`src/rtl/sr_latch_driver_if.sv`:
```
// sr_latch_driver_if
//
// Request/status bundle between an upstream command source and sr_latch_driver.
//
// Signals:
//   req_valid  request present (held by upstream until accepted)
//   req_op     00 ENABLE, 01 CLEAR, 10 SET, 11 DISABLE
//   req_ready  driver is idle and will accept a request this cycle
//   busy       driver is sequencing (SETUP, PULSE or GUARD)
//   done       one-cycle pulse when an accepted request completes
//   err        one-cycle pulse when a SET/CLEAR is rejected (latch disabled)
//
// Modports:
//   master  upstream command source
//   slave   sr_latch_driver
interface sr_latch_driver_if;
    logic       req_valid;
    logic [1:0] req_op;
    logic       req_ready;
    logic       busy;
    logic       done;
    logic       err;

    modport master (
        output req_valid,
        output req_op,
        input  req_ready,
        input  busy,
        input  done,
        input  err
    );

    modport slave (
        input  req_valid,
        input  req_op,
        output req_ready,
        output busy,
        output done,
        output err
    );
endinterface

```
`src/rtl/sr_latch_driver.sv`:
```
// sr_latch_driver
//
// Clocked command sequencer for a level-sensitive SR latch. Each accepted SET or
// CLEAR is widened into a timed s or r pulse, framed by a setup guard (en=1, s=r=0)
// before and a hold guard after. ENABLE/DISABLE change en and are followed by a
// hold guard. s and r are never high together and never high while en is low.
// q_model tracks the expected latch output so upstream logic never has to sample
// the asynchronous latch.
//
// Parameters:
//   SETUP_W  guard cycles before a pulse (1..255)
//   PULSE_W  cycles s or r is held high (1..255)
//   HOLD_W   guard cycles after a pulse or an en change (1..255)
//
// Ports:
//   clk       clock, all state changes on the rising edge
//   rst       synchronous active-high reset
//   req       sr_latch_driver_if.slave: req_valid/req_op in, req_ready/busy/done/err out
//   en        latch enable
//   s         latch set
//   r         latch reset
//   q_model   expected latch q
//   q_fb      (readback build only) raw latch q, synchronized internally
//   mismatch  (readback build only) sticky: synchronized q_fb differed from q_model in IDLE
//
// Optional feature macro: SR_LATCH_DRIVER_READBACK_EN adds q_fb/mismatch and a 2-flop
// synchronizer. Without it the module has no readback logic at all.
//
// All outputs come straight from flops; there is no combinational path from req_*
// to en/s/r.
module sr_latch_driver #(
    parameter int unsigned SETUP_W = 1,
    parameter int unsigned PULSE_W = 4,
    parameter int unsigned HOLD_W  = 2
) (
    input  logic                clk,
    input  logic                rst,
    sr_latch_driver_if.slave    req,
    output logic                en,
    output logic                s,
    output logic                r,
    output logic                q_model
`ifdef SR_LATCH_DRIVER_READBACK_EN
    ,
    input  logic                q_fb,
    output logic                mismatch
`endif
);

    typedef enum logic [1:0] {
        OpEnable  = 2'b00,
        OpClear   = 2'b01,
        OpSet     = 2'b10,
        OpDisable = 2'b11
    } op_e;

    typedef enum logic [1:0] {
        StIdle,
        StSetup,
        StPulse,
        StGuard
    } state_e;

    // Phase counters are loaded with length-1 and the phase ends on the cycle
    // the counter reads zero, so a length of N occupies exactly N cycles.
    localparam logic [7:0] SetupLd = 8'(SETUP_W - 1);
    localparam logic [7:0] PulseLd = 8'(PULSE_W - 1);
    localparam logic [7:0] HoldLd  = 8'(HOLD_W - 1);

    state_e     state_q;
    logic [7:0] cnt_q;
    logic       en_q;
    logic       s_q;
    logic       r_q;
    logic       q_q;
    logic       busy_q;
    logic       done_q;
    logic       err_q;
    logic       ready_q;
    logic       is_set_q;   // remembers whether the pending pulse is s (1) or r (0)

    logic       accept;
    op_e        op;

    assign op     = op_e'(req.req_op);
    // ready_q is only ever high in IDLE, so this is the handshake.
    assign accept = req.req_valid && ready_q;

    always_ff @(posedge clk) begin
        if (rst) begin
            state_q  <= StIdle;
            cnt_q    <= 8'd0;
            en_q     <= 1'b0;
            s_q      <= 1'b0;
            r_q      <= 1'b0;
            q_q      <= 1'b0;
            busy_q   <= 1'b0;
            done_q   <= 1'b0;
            err_q    <= 1'b0;
            ready_q  <= 1'b1;
            is_set_q <= 1'b0;
        end else begin
            // done/err are single-cycle strobes.
            done_q <= 1'b0;
            err_q  <= 1'b0;

            unique case (state_q)
                StIdle: begin
                    if (accept) begin
                        unique case (op)
                            OpEnable: begin
                                en_q    <= 1'b1;
                                state_q <= StGuard;
                                cnt_q   <= HoldLd;
                                busy_q  <= 1'b1;
                                ready_q <= 1'b0;
                            end
                            OpDisable: begin
                                // The latch cannot be driven while disabled, so
                                // the model is forced to its safe value.
                                en_q    <= 1'b0;
                                q_q     <= 1'b0;
                                state_q <= StGuard;
                                cnt_q   <= HoldLd;
                                busy_q  <= 1'b1;
                                ready_q <= 1'b0;
                            end
                            OpSet, OpClear: begin
                                if (en_q) begin
                                    is_set_q <= (op == OpSet);
                                    state_q  <= StSetup;
                                    cnt_q    <= SetupLd;
                                    busy_q   <= 1'b1;
                                    ready_q  <= 1'b0;
                                end else begin
                                    // Rejected: nothing but err moves.
                                    err_q <= 1'b1;
                                end
                            end
                            default: ;
                        endcase
                    end
                end

                StSetup: begin
                    if (cnt_q == 8'd0) begin
                        state_q <= StPulse;
                        cnt_q   <= PulseLd;
                        s_q     <= is_set_q;
                        r_q     <= !is_set_q;
                    end else begin
                        cnt_q <= cnt_q - 8'd1;
                    end
                end

                StPulse: begin
                    if (cnt_q == 8'd0) begin
                        state_q <= StGuard;
                        cnt_q   <= HoldLd;
                        s_q     <= 1'b0;
                        r_q     <= 1'b0;
                        // The latch has seen the full pulse; commit the model.
                        q_q     <= is_set_q;
                    end else begin
                        cnt_q <= cnt_q - 8'd1;
                    end
                end

                StGuard: begin
                    if (cnt_q == 8'd0) begin
                        state_q <= StIdle;
                        busy_q  <= 1'b0;
                        ready_q <= 1'b1;
                        done_q  <= 1'b1;
                    end else begin
                        cnt_q <= cnt_q - 8'd1;
                    end
                end

                default: begin
                    state_q <= StIdle;
                    busy_q  <= 1'b0;
                    ready_q <= 1'b1;
                    s_q     <= 1'b0;
                    r_q     <= 1'b0;
                end
            endcase
        end
    end

    assign en            = en_q;
    assign s             = s_q;
    assign r             = r_q;
    assign q_model       = q_q;
    assign req.req_ready = ready_q;
    assign req.busy      = busy_q;
    assign req.done      = done_q;
    assign req.err       = err_q;

`ifdef SR_LATCH_DRIVER_READBACK_EN
    // q_fb comes from an asynchronous latch; two flops before it is trusted.
    logic q_fb_meta_q;
    logic q_fb_sync_q;
    logic mismatch_q;

    always_ff @(posedge clk) begin
        if (rst) begin
            q_fb_meta_q <= 1'b0;
            q_fb_sync_q <= 1'b0;
            mismatch_q  <= 1'b0;
        end else begin
            q_fb_meta_q <= q_fb;
            q_fb_sync_q <= q_fb_meta_q;
            if (accept) begin
                mismatch_q <= 1'b0;
            end else if ((state_q == StIdle) && (q_fb_sync_q != q_q)) begin
                // Only compared in IDLE: during a sequence the latch and the
                // model legitimately disagree for a few cycles.
                mismatch_q <= 1'b1;
            end
        end
    end

    assign mismatch = mismatch_q;
`endif

endmodule

```
`src/flat_wrapper.sv`:
```
// flat-port wrapper written by rule: the top's interface ports become plain ports
module sr_latch_driver_flat 
#(
    parameter int unsigned SETUP_W = 1,
    parameter int unsigned PULSE_W = 4,
    parameter int unsigned HOLD_W  = 2
)
  (clk, rst, en, s, r, q_model, req_req_valid, req_req_op, req_req_ready, req_busy, req_done, req_err);
  sr_latch_driver_if req_i ();
  input  logic clk;
  input  logic rst;
  output logic en;
  output logic s;
  output logic r;
  output logic q_model;
  input wire logic [$bits(req_i.req_valid)-1:0] req_req_valid;
  input wire logic [$bits(req_i.req_op)-1:0] req_req_op;
  output wire logic [$bits(req_i.req_ready)-1:0] req_req_ready;
  output wire logic [$bits(req_i.busy)-1:0] req_busy;
  output wire logic [$bits(req_i.done)-1:0] req_done;
  output wire logic [$bits(req_i.err)-1:0] req_err;
  assign req_i.req_valid = req_req_valid;
  assign req_i.req_op = req_req_op;
  assign req_req_ready = req_i.req_ready;
  assign req_busy = req_i.busy;
  assign req_done = req_i.done;
  assign req_err = req_i.err;
  sr_latch_driver #(.SETUP_W(SETUP_W), .PULSE_W(PULSE_W), .HOLD_W(HOLD_W)) u_core (.clk(clk), .rst(rst), .req(req_i), .en(en), .s(s), .r(r), .q_model(q_model));
endmodule
```
`config.mk`:
```
export PLATFORM = sky130hd
export DESIGN_NAME = sr_latch_driver_flat
export DESIGN_NICKNAME = d
export VERILOG_FILES = /design/src/rtl/sr_latch_driver_if.sv /design/src/rtl/sr_latch_driver.sv /design/src/flat_wrapper.sv
export SDC_FILE = /design/constraint.sdc
export NUM_CORES = 1
export LEC_CHECK = 0
export ABC_AREA = 1
export CAP_MARGIN = 10
export CORE_MARGIN = 5
export CORE_UTILIZATION = 51
export DETAILED_ROUTE_END_ITERATION = 10
export PLACE_DENSITY = 0.74
export SETUP_SLACK_MARGIN = 0.1
export SLEW_MARGIN = 30
export SYNTH_ARGS = -nofsm -noshare
export SYNTH_HDL_FRONTEND = slang
export SYNTH_SLANG_ARGS = --single-unit
```
`constraint.sdc`:
```
create_clock -name clk -period 1.7 [get_ports clk]
set_input_delay 0.255 -clock clk [delete_from_list [all_inputs] [get_ports clk]]
set_output_delay 0.255 -clock clk [all_outputs]
set_load 0.005 [all_outputs]
```
==> reports/summary.md <==
For this run, the top clock speed supported by timing is 0.669 GHz. Of the available clock period, the critical path in the final layout requires 87.9%. The worst setup path is launched from an input port.

For the number of remaining DRC errors, the log shows 0. The logs give 17 for the number of DRC markers after the initial detailed-route iteration and 0 for the number of antenna cells inserted. For this block, the via count after detailed routing is 1078. In this run, synthesis inferred 0 flip-flops with an integrated enable.

Synthesis handed over a netlist of 164 instances. The number of levels in the clock H-tree is 1, and the count of nets after finishing is 199. The tool flagged a number of max-cap violations equal to 0.

Walking the worst path, the cells encountered are clkdlybuf4s50_1 -> ha_4 -> nor2_4 -> nand2_2 -> nand2_4 -> inv_4 -> nand2_8 -> nor2_1 -> nand2_1 -> nand2_1 -> nor2_1. Of the cells placed in the final design, the portion with a size suffix greater than 1 is 16.2%. The maximum number of pins on one net before global-route repair was 12.

The transition time of the tightest slew-check pin is 0.257 ns. Routability-driven placement finished with a final weighted congestion of 0.839. Summed over all cells, the static leakage comes to 0.652 nW.

No sink is reached through more buffers than the 2 on the longest clock path. The count of yosys warnings during synthesis is 0, and the highest fanout seen on the critical path is 7. The run gives 13 as the boundary pin count. Synthesis produced a netlist with a net count of 177. Setup violations remaining at the end of the flow were counted as 0.

The worst-case IR drop observed on VDD is 1.19 mV. The flip-flop count of the largest register after layout works out to 8. The root buffer cell chosen for the clock tree is sky130_fd_sc_hd__clkbuf_4. Leaving out fill and tap cells, the most frequent cell in the layout is sky130_fd_sc_hd__nand2_1. The critical path's largest stage delay is 0.46 ns, and the clock buffer count from CTS is 3.

The wire length of the first global-routing pass was 4.05 mm; the data arrival time of the critical path was 1.71 ns. Global routing finished with a remaining overflow of 0. The cell area after technology mapping is 1140 um^2, and the clock slew seen by the registers of the worst setup and hold paths is 0.11 ns. On the critical path, the stage with the largest delay is an instance of sky130_fd_sc_hd__clkdlybuf4s50_1. TritonCTS built the clock tree. For this design, the sink count on the clock tree is 19. The relative area change from synthesis to final layout was 22.7%.

The most used flip-flop cell after synthesis is sky130_fd_sc_hd__dfxtp_1. In the final layout, the registers with the most flip-flops are u_core.cnt_q (8), u_core.state_q (2). The worst setup path is captured at a flop. Count of input and output buffers: 12. For the antenna violation net count after detailed routing, the log shows 0.

For the smallest setup slack after layout, the log shows 0.206 ns. Share of the core filled with cells in the final layout: 64.4%. The critical path is of the in -> reg type. Average wire length per cell after detail routing: 11.3 um. The synthesized area divided by synthesized cell count came out at 6.94 um^2. The tools report the total count of max-transition violations in the final report as 0. The post-synthesis async set-or-reset flop share was 0%; the starting utilization of the core area was 52.5%. The floorplan has 17 rows. The tools report the proportion of synthesized chip area in sequential cells as 33.4%. The via count of the first global-routing pass is 997, and the flip-flop and latch count after synthesis is 19. The width of the die came out at 57.3 um. The number of antenna violations at the first check in global routing is 0.

The floorplan step set the die height to 57.3 um. The run finished with clean final reports. Global routing used 15.5% of the available tracks across all layers. Ranked by flip-flop count, first place goes to u_core.cnt_q. The design draws 2.83 mW.

Across the routed clock network, the largest skew measured is 0.00276 ns. The first detailed-routing pass took 4 iterations. Leaving out fill and tap cells, the most frequent cells in the layout are sky130_fd_sc_hd__nand2_1, sky130_fd_sc_hd__inv_1, sky130_fd_sc_hd__nor2_1, sky130_fd_sc_hd__dfxtp_1, sky130_fd_sc_hd__a21oi_1. The logs give -0.243 ns for the worst slack at placement and 2.41 mm for the final wirelength.

For the required time of the critical path, the log shows 1.91 ns. After synthesis, the netlist uses 22 different library cells. In the routed layout, each cell is associated on average with a via count of 5.06. In the final timing run, aggregate negative setup slack is 0 ns. The hold violation count in the final report is 0, and the worst slew margin relative to its limit is 82.7%. Dividing total power by cell area gives a power density of 2020 nW/um^2.

The clock period minus worst slack works out to 1.49 ns. Setup repair after global routing left no endpoint under its margin. For the clock latency at the later pin of the worst-skew pair, the log shows 0.30 ns. The worst hold path belongs to the class in -> reg. The HPWL after detailed placement is 1.89 mm.

Counting the fill cells in the layout gives 212. The floorplan step defined a die boundary enclosing 3280 um^2. The floorplan step defined a core boundary enclosing 2170 um^2.
==> worst max-delay path: cells and delay by family <==
kind          cells  cell delay [ns]
buf+inv           2             0.57
simple gates      8             0.56
fa+ha+maj         1             0.31
==> worst paths after layout <==
kind	startpoint	depth (start not counted)	end	slack, ns
setup reg to reg	u_core.state_q[0]$_SDFFE_PP0P_	12	u_core.cnt_q[5]$_SDFFE_PP0P_	0.24
hold reg to reg	u_core.req.busy$_SDFFE_PP0P_	1	u_core.req.busy$_SDFFE_PP0P_	0.48
hold / removal	req_req_op[0]	3	u_core.en$_SDFFE_PP0P_	0.37
setup / recovery	req_req_op[1]	11	u_core.cnt_q[5]$_SDFFE_PP0P_	0.21
==> report_power, final <==
group / internal [mW] / switching, mW / leakage [nW]
clock: 0.0878 / 0.144 / 0.0177
combinational: 0.732 / 1.13 / 0.478
sequential: 0.602 / 0.130 / 0.156
total: 1.42 / 1.41 / 0.652
==> synth_stat cells, types with 2 or more instances <==
library cell	instances	share of area (%)
sky130_fd_sc_hd__nand4_1	6	3.3
sky130_fd_sc_hd__a21oi_1	15	6.6
sky130_fd_sc_hd__ha_1	8	8.8
sky130_fd_sc_hd__dfxtp_1	19	33
sky130_fd_sc_hd__inv_4	2	1.1
sky130_fd_sc_hd__inv_1	22	7.3
sky130_fd_sc_hd__nand2_2	2	1.1
sky130_fd_sc_hd__o21ai_0	9	4.0
sky130_fd_sc_hd__nand2_1	37	12
sky130_fd_sc_hd__nand2_4	3	3.0
sky130_fd_sc_hd__nor2_4	3	3.0
sky130_fd_sc_hd__nand3_1	10	4.4
sky130_fd_sc_hd__nor2_1	17	5.6
sky130_fd_sc_hd__nor3_1	3	1.3
==> metal layers <==
metal  GRT usage, %  up-vias  routed length [um]  part of all wire [%]
li1               -      577                   -                     -
met1           17.7      482                1060                    44
met2           28.1       13                1260                    52
met3           2.26        6                  54                   2.2
met4           7.62        0                  39                   1.6
met5              0        -                   0                     0
==> repair_timing <==
item                                    CTS  global route
hold endpoints to repair                  0             0
buffers inserted                          1             0
resized for setup                         2            10
pin swaps                                 0             1
hold buffers                              0             0
endpoints found under the setup margin    9            14
==> through the flow <==
stage                     area [um^2]  cells  hold slack [ns]
after global routing             1400    213            0.384
after global placement           1330    208            0.449
after floorplan                  1140    164            0.443
final                            1400    213            0.374
after detailed placement         1330    208            0.454
after CTS                        1380    213            0.484
==> cell type report <==
type,instances,area (um^2),area share [%]
timing repair buffer,18,168,12.0
sequential,19,383,27.4
multi-input combinational,118,679,48.6
clock inverter,1,5.00,0.358
inverter,26,105,7.52
tap,28,35.0,2.51
clock buffer,3,22.5,1.61
==> cells by family after synthesis <==
kind of cell,after synthesis,synth area share (%)
simple gates,83,36.2
compound gates,27,12.3
buf+inv,27,9.34
flops,19,33.4
fa+ha+maj,8,8.79
Note: power is estimated with default switching activity, not from simulation.
